[src/rtl/dbg_bus_reg_slave.sv]
// Debug bus responder backing a bank of 32-bit debug registers.
// Bus requests get an optional wait delay and a grant, then a registered response one cycle later.
module dbg_bus_reg_slave #(
  parameter int                    ADDR_WIDTH  = 32,
  parameter int                    NUM_REGS    = 16,
  parameter logic [ADDR_WIDTH-1:0] BASE_ADDR   = ADDR_WIDTH'(32'h1A11_0000),
  parameter int                    WAIT_CYCLES = 0,
  localparam int                   IDX_W       = $clog2(NUM_REGS)
) (
  input  logic                  clk,
  input  logic                  rst,
  input  logic                  req_i,
  input  logic [ADDR_WIDTH-1:0] add_i,
  input  logic                  wen_i,
  input  logic [31:0]           wdata_i,
  input  logic [3:0]            be_i,
  output logic                  gnt_o,
  output logic                  r_valid_o,
  output logic [31:0]           r_rdata_o,
  output logic                  r_opc_o,
  input  logic [IDX_W-1:0]      reg_rd_idx_i,
  output logic [31:0]           reg_rd_data_o,
  input  logic                  hw_we_i,
  input  logic [IDX_W-1:0]      hw_idx_i,
  input  logic [31:0]           hw_wdata_i
);

  localparam logic [ADDR_WIDTH-1:0] SPAN      = ADDR_WIDTH'(4 * NUM_REGS);
  localparam logic [3:0]            WAIT_LOAD = (WAIT_CYCLES > 0) ? 4'(WAIT_CYCLES - 1) : 4'd0;

  typedef enum logic [0:0] {
    ST_IDLE = 1'b0,
    ST_WAIT = 1'b1
  } state_e;

  state_e          state_q, state_d;
  logic [3:0]      cnt_q, cnt_d;
  logic            r_valid_q, r_valid_d;
  logic [31:0]     r_rdata_q, r_rdata_d;
  logic            r_opc_q, r_opc_d;
  logic [31:0]     regs_q [NUM_REGS];
  logic [31:0]     regs_d [NUM_REGS];

  logic [ADDR_WIDTH-1:0] off_s;
  logic                  hit_s;
  logic [IDX_W-1:0]      bus_idx_s;
  logic                  gnt_s;
  logic                  bus_wr_s;

  // Address decode: word-aligned offsets inside the register window hit.
  always_comb begin
    off_s     = add_i - BASE_ADDR;
    hit_s     = (add_i >= BASE_ADDR) && (off_s < SPAN) && (add_i[1:0] == 2'b00);
    bus_idx_s = off_s[IDX_W+1:2];
  end

  // Grant FSM; an abandoned wait returns to idle without a grant.
  always_comb begin
    state_d = state_q;
    cnt_d   = cnt_q;
    gnt_s   = 1'b0;
    case (state_q)
      ST_IDLE: begin
        if (req_i) begin
          if (WAIT_CYCLES == 0) begin
            gnt_s = 1'b1;
          end else begin
            state_d = ST_WAIT;
            cnt_d   = WAIT_LOAD;
          end
        end else begin
          cnt_d = 4'd0;
        end
      end
      ST_WAIT: begin
        if (!req_i) begin
          state_d = ST_IDLE;
          cnt_d   = 4'd0;
        end else if (cnt_q != 4'd0) begin
          cnt_d = cnt_q - 4'd1;
        end else begin
          gnt_s   = 1'b1;
          state_d = ST_IDLE;
        end
      end
      default: begin
        state_d = ST_IDLE;
        cnt_d   = 4'd0;
      end
    endcase
    if (rst) begin
      gnt_s = 1'b0;
    end else begin
      gnt_s = gnt_s;
    end
  end

  assign bus_wr_s = gnt_s && !wen_i && hit_s;

  // Register bank update: a bus write to the same word drops the local update entirely.
  always_comb begin
    for (int i = 0; i < NUM_REGS; i++) begin
      regs_d[i] = regs_q[i];
    end
    if (hw_we_i && !(bus_wr_s && (bus_idx_s == hw_idx_i))) begin
      regs_d[hw_idx_i] = hw_wdata_i;
    end else begin
      regs_d[hw_idx_i] = regs_d[hw_idx_i];
    end
    if (bus_wr_s) begin
      for (int l = 0; l < 4; l++) begin
        if (be_i[l]) begin
          regs_d[bus_idx_s][8*l +: 8] = wdata_i[8*l +: 8];
        end else begin
          regs_d[bus_idx_s][8*l +: 8] = regs_q[bus_idx_s][8*l +: 8];
        end
      end
    end else begin
      regs_d[bus_idx_s] = regs_d[bus_idx_s];
    end
  end

  // Response: read data is the pre-edge register value; misses return error with zero data.
  always_comb begin
    r_valid_d = gnt_s;
    r_rdata_d = r_rdata_q;
    r_opc_d   = r_opc_q;
    if (gnt_s) begin
      if (!hit_s) begin
        r_opc_d   = 1'b1;
        r_rdata_d = 32'h0;
      end else if (wen_i) begin
        r_opc_d   = 1'b0;
        r_rdata_d = regs_q[bus_idx_s];
      end else begin
        r_opc_d   = 1'b0;
        r_rdata_d = 32'h0;
      end
    end else begin
      r_opc_d = r_opc_q;
    end
  end

  // State, response and register bank flops.
  always_ff @(posedge clk or posedge rst) begin
    if (rst) begin
      state_q   <= ST_IDLE;
      cnt_q     <= 4'd0;
      r_valid_q <= 1'b0;
      r_rdata_q <= 32'h0;
      r_opc_q   <= 1'b0;
      for (int i = 0; i < NUM_REGS; i++) begin
        regs_q[i] <= 32'h0;
      end
    end else begin
      state_q   <= state_d;
      cnt_q     <= cnt_d;
      r_valid_q <= r_valid_d;
      r_rdata_q <= r_rdata_d;
      r_opc_q   <= r_opc_d;
      for (int i = 0; i < NUM_REGS; i++) begin
        regs_q[i] <= regs_d[i];
      end
    end
  end

  assign gnt_o         = gnt_s;
  assign r_valid_o     = r_valid_q;
  assign r_rdata_o     = r_rdata_q;
  assign r_opc_o       = r_opc_q;
  assign reg_rd_data_o = regs_q[reg_rd_idx_i];

endmodule
[config.mk]
export PLATFORM = sky130hd
export DESIGN_NAME = dbg_bus_reg_slave
export DESIGN_NICKNAME = d
export VERILOG_FILES = /design/src/rtl/dbg_bus_reg_slave.sv
export SDC_FILE = /design/constraint.sdc
export NUM_CORES = 2
export LEC_CHECK = 0
export CELL_PAD_IN_SITES_DETAIL_PLACEMENT = 1
export CELL_PAD_IN_SITES_GLOBAL_PLACEMENT = 1
export CORE_AREA = 4 4 326 328
export CTS_BUF_LIST = sky130_fd_sc_hd__clkbuf_16
export DETAILED_ROUTE_END_ITERATION = 6
export DIE_AREA = 0 0 330 332
export PLACE_DENSITY = 0.76
export SYNTH_ARGS = -nofsm -noshare
export SYNTH_HDL_FRONTEND = slang
export SYNTH_SLANG_ARGS = --single-unit
export TNS_END_PERCENT = 5
[constraint.sdc]
create_clock -name clk -period 29.5 [get_ports clk]
set_input_delay 2.95 -clock clk [delete_from_list [all_inputs] [get_ports clk]]
set_output_delay 2.95 -clock clk [all_outputs]
set_load 0.01 [all_outputs]
==> impl_metrics.toml <==
[status]
outcome = "complete, but fails checks"
violations = "DRC"

[timing]
final.setup.tns_ps = 0
worst_pin_slew_ps = 1430
finalCriticalPeriod_ps = 9060
fmax_mhz = 110
rsz0062_at_grt = "false"
final-hold-violation-count = 0
worst_slack_ps = 20440
finalCritPeriodShare_pct = 30.7
slew_headroom_pct = 4.56
setup_viol = 0
final_max_slew_viol_count = 0
fin_skew_ps = 23.0

[setup_path]
regToRegStartpoint = "cnt_q[0]"
cp_common_cell = "mux4_2"
worstSetupPathType = "input pin to output port"
critical_path.max_stage_delay_ps = 860
cp.arrival_ps = 6110
critPathCaptureType = "output port"
critPathBufInv = 3
crit_start = "reg_rd_idx_i[1]"
cp_cell_sequence = "buf_6, buf_4, mux4_2, mux4_2, clkdlybuf4s50_1"
crit_required_ps = 26550
cpMaxStageDelayCell = "buf_4"
timing.critical_path.max_delay_family = "buffers and inverters"
startpoint_type = "input pin"
path_max_fanout = 73

[pwr]
p_per_area_nw_per_um2 = 71.4
cellLeakagePower_nw = 17.7
vdd_drop_max_mv = 0.0405

[grt]
grt_pass1_vias = 44800
grt_remaining_overflow = 0
grt_usage_pct = 41.0
grt_max_degree = 152
antenna_found_initial = 23
grt_pass1_wl_um = 326000

[route]
drtIter0Drc = 7644
drt.antenna.violating_nets = 0
vias = 45100
drc_errors = 12
first_pass_iters = 7
wl_per_cell_um = 41.1
wl_um = 231000
viasPerCell = 8.03

[clock_tree]
postCtsSetupBuffers = 0
clk_path_buf_depth = 3
cts.clk_slew.worst_paths_ps = 50
cts_max_level = 3
cts_tree = "yes"
cts_sinks = 551
root_buffer = "clkbuf_16"
worstSkewPairLatency_ps = 660
ctsHoldBuffers = 0
cts-resized-gates = 0
cts_inserted_buffers = 70

[synth]
netlist_instances = 4227
synth.avg_cell_area_um2 = 10.2
synth_nets = 4342
synth-async-reset-ratio_pct = 100
syn_area_um2 = 43200
yosysWarnings = 0
synthFlopType = "dfrtp_1"
synth-edff-count = 0
yosysUniqueCellTypes = 96
ys_seq_area_share_pct = 31.9
ys_ff_latch = 551

[final_layout]
area_growth_pct = 12.2
seq_area_um2 = 13800
final_nets = 4281
multi_input_area_um2 = 27700
final_area_um2 = 48500
drive_above_1_share_pct = 21.2
fillCellCount = 11100

[placed_design]
hpwl_um = 142000
port_buffers = 179
place_area_um2 = 46300
place.gp.congestion = 1.00
place_ws_ps = 20130

[floorplan]
die_area_um2 = 110000
start_util_pct = 41.9
coreArea_um2 = 103000
die_x_um = 330
num_rows = 118
die_h_um = 332
ios = 180

[min_path]
hold_start = "r_rdata_o[23]"
min_path_type = "flop to flop"

[flow_run]
cap_viol_max_count = 0
## kinds of logic (layout without fill, tap and decap cells)
| group | count (synthesis) | count (layout) | share of synthesized area, % |
|---|---|---|---|
| other cells | 0 | 23 | 0 |
| fa+ha+maj | 2 | 2 | 0.0579 |
| mux | 852 | 852 | 33.9 |
| compound gates | 1413 | 1413 | 19.9 |
| buf+inv | 477 | 463 | 4.79 |
| xor+xnor | 9 | 9 | 0.182 |
| simple gates | 923 | 923 | 9.27 |
| flops | 551 | 551 | 31.9 |
## cell type report
| class | count | area share (%) |
|---|---|---|
| repair buffers | 332 | 6.16 |
| flip-flops and latches | 551 | 28.4 |
| clock buffers | 73 | 3.77 |
| multi-input cells | 3199 | 57.1 |
| diodes | 23 | 0.119 |
| well taps | 1380 | 3.56 |
| clock inverters | 46 | 0.720 |
| inverters | 12 | 0.124 |
## cells in the mapped netlist (14+ instances only)
cell type,number,area [um^2]
a22o_1,35,307
a21o_1,21,158
dfrtp_1,551,13800
nor4_1,25,156
nand4_1,23,144
mux2_2,52,586
and3_1,17,106
a221oi_1,19,166
a22oi_1,24,180
o21ai_0,545,2730
a31oi_1,15,93.8
o21ai_1,43,215
o22ai_1,132,826
a21oi_1,280,1400
mux4_2,483,10900
mux2i_1,310,3100
nand2_1,403,1510
a211oi_1,41,308
nand3_1,53,265
nor3_1,33,165
buf_2,65,325
buf_1,46,173
clkbuf_1,320,1200
buf_4,20,150
nor2_1,300,1130
o211ai_1,115,863
a2111oi_0,15,131
o21a_1,14,105
## through the flow
| step | hold WS [ps] | instances | utilization, % | total power [mW] |
|---|---|---|---|---|
| floorplan | 475 | 4227 | - | 2.06 |
| global placement | 488 | 5474 | 44.8 | 2.44 |
| detailed placement | 495 | 5474 | 44.8 | 2.51 |
| CTS | 508 | 5593 | 46.9 | 3.38 |
| global route | 522 | 5596 | 46.9 | 3.56 |
| finish | 502 | 5616 | 47.0 | 3.46 |
## sequential cells by signal, summed over array words and instances, names as in the netlist
name       flops
regs_q       512
r_rdata_o     32
cnt_q          4
r_opc_o        1
r_valid_o      1
state_q        1
## layer usage
| metal | up-vias | track usage (%) | wire length [um] |
|---|---|---|---|
| met3 | 1535 | 19.6 | 38800 |
| met4 | 22 | 32.5 | 23700 |
| li1 | 16400 | - | - |
| met5 | - | 0.266 | 219 |
| met1 | 22500 | 48.8 | 75000 |
| met2 | 4667 | 56.4 | 93300 |
## worst paths after layout
path / endpoint / slack, ps / cells after the start
min reg2reg: r_rdata_o[23] / 500 / 1
max in group asynchronous: regs_q[188] / 24360 / 4
max reg2reg: regs_q[140] / 22400 / 16
min: r_rdata_o[23] / 500 / 1
min in group asynchronous: cnt_q[2] / 2920 / 2
max: reg_rd_data_o[17] / 20440 / 5
## worst reg2reg max path, delay by kind of cell, from the launching register on
kind	cells	cell delay (ps)
AOI/OAI and AO/OA	5	2450
DFF	1	380
muxes	2	1030
and+or+nand+nor	4	1260
adders and majority gates	1	170
buffers and inverters	4	1630
## report_power, final
group / internal [mW] / leakage (nW) / total (mW) / switching, mW
Sequential: 0.972 / 6.76 / 1.27 / 0.297
Combinational: 0.635 / 9.85 / 1.32 / 0.685
Clock: 0.496 / 1.12 / 0.871 / 0.376
## cell usage in the layout (no fill, tap or decap), types with 11 or more instances in the layout
cell / netlist / routed
a2111oi_0: 15 / 15
a211oi_1: 41 / 41
a21boi_0: 11 / 11
a21o_1: 21 / 21
a21oi_1: 280 / 280
a221oi_1: 19 / 19
a22o_1: 35 / 35
a22oi_1: 24 / 24
a31oi_1: 15 / 15
and3_1: 17 / 17
buf_4: 20 / 152
clkbuf_16: 0 / 73
clkdlybuf4s50_1: 0 / 167
clkinv_1: 2 / 17
dfrtp_1: 551 / 551
diode_2: 0 / 23
inv_1: 9 / 24
mux2_2: 52 / 52
mux2i_1: 310 / 310
mux4_2: 483 / 483
nand2_1: 403 / 387
nand2_2: 0 / 16
nand3_1: 53 / 52
nand4_1: 23 / 23
nor2_1: 300 / 270
nor2_4: 3 / 33
nor3_1: 33 / 28
nor4_1: 25 / 23
o211ai_1: 115 / 115
o21a_1: 14 / 14
o21ai_0: 545 / 545
o21ai_1: 43 / 43
o22a_1: 11 / 11
o22ai_1: 132 / 132
No activity file was read; power rests on OpenSTA's default activity.
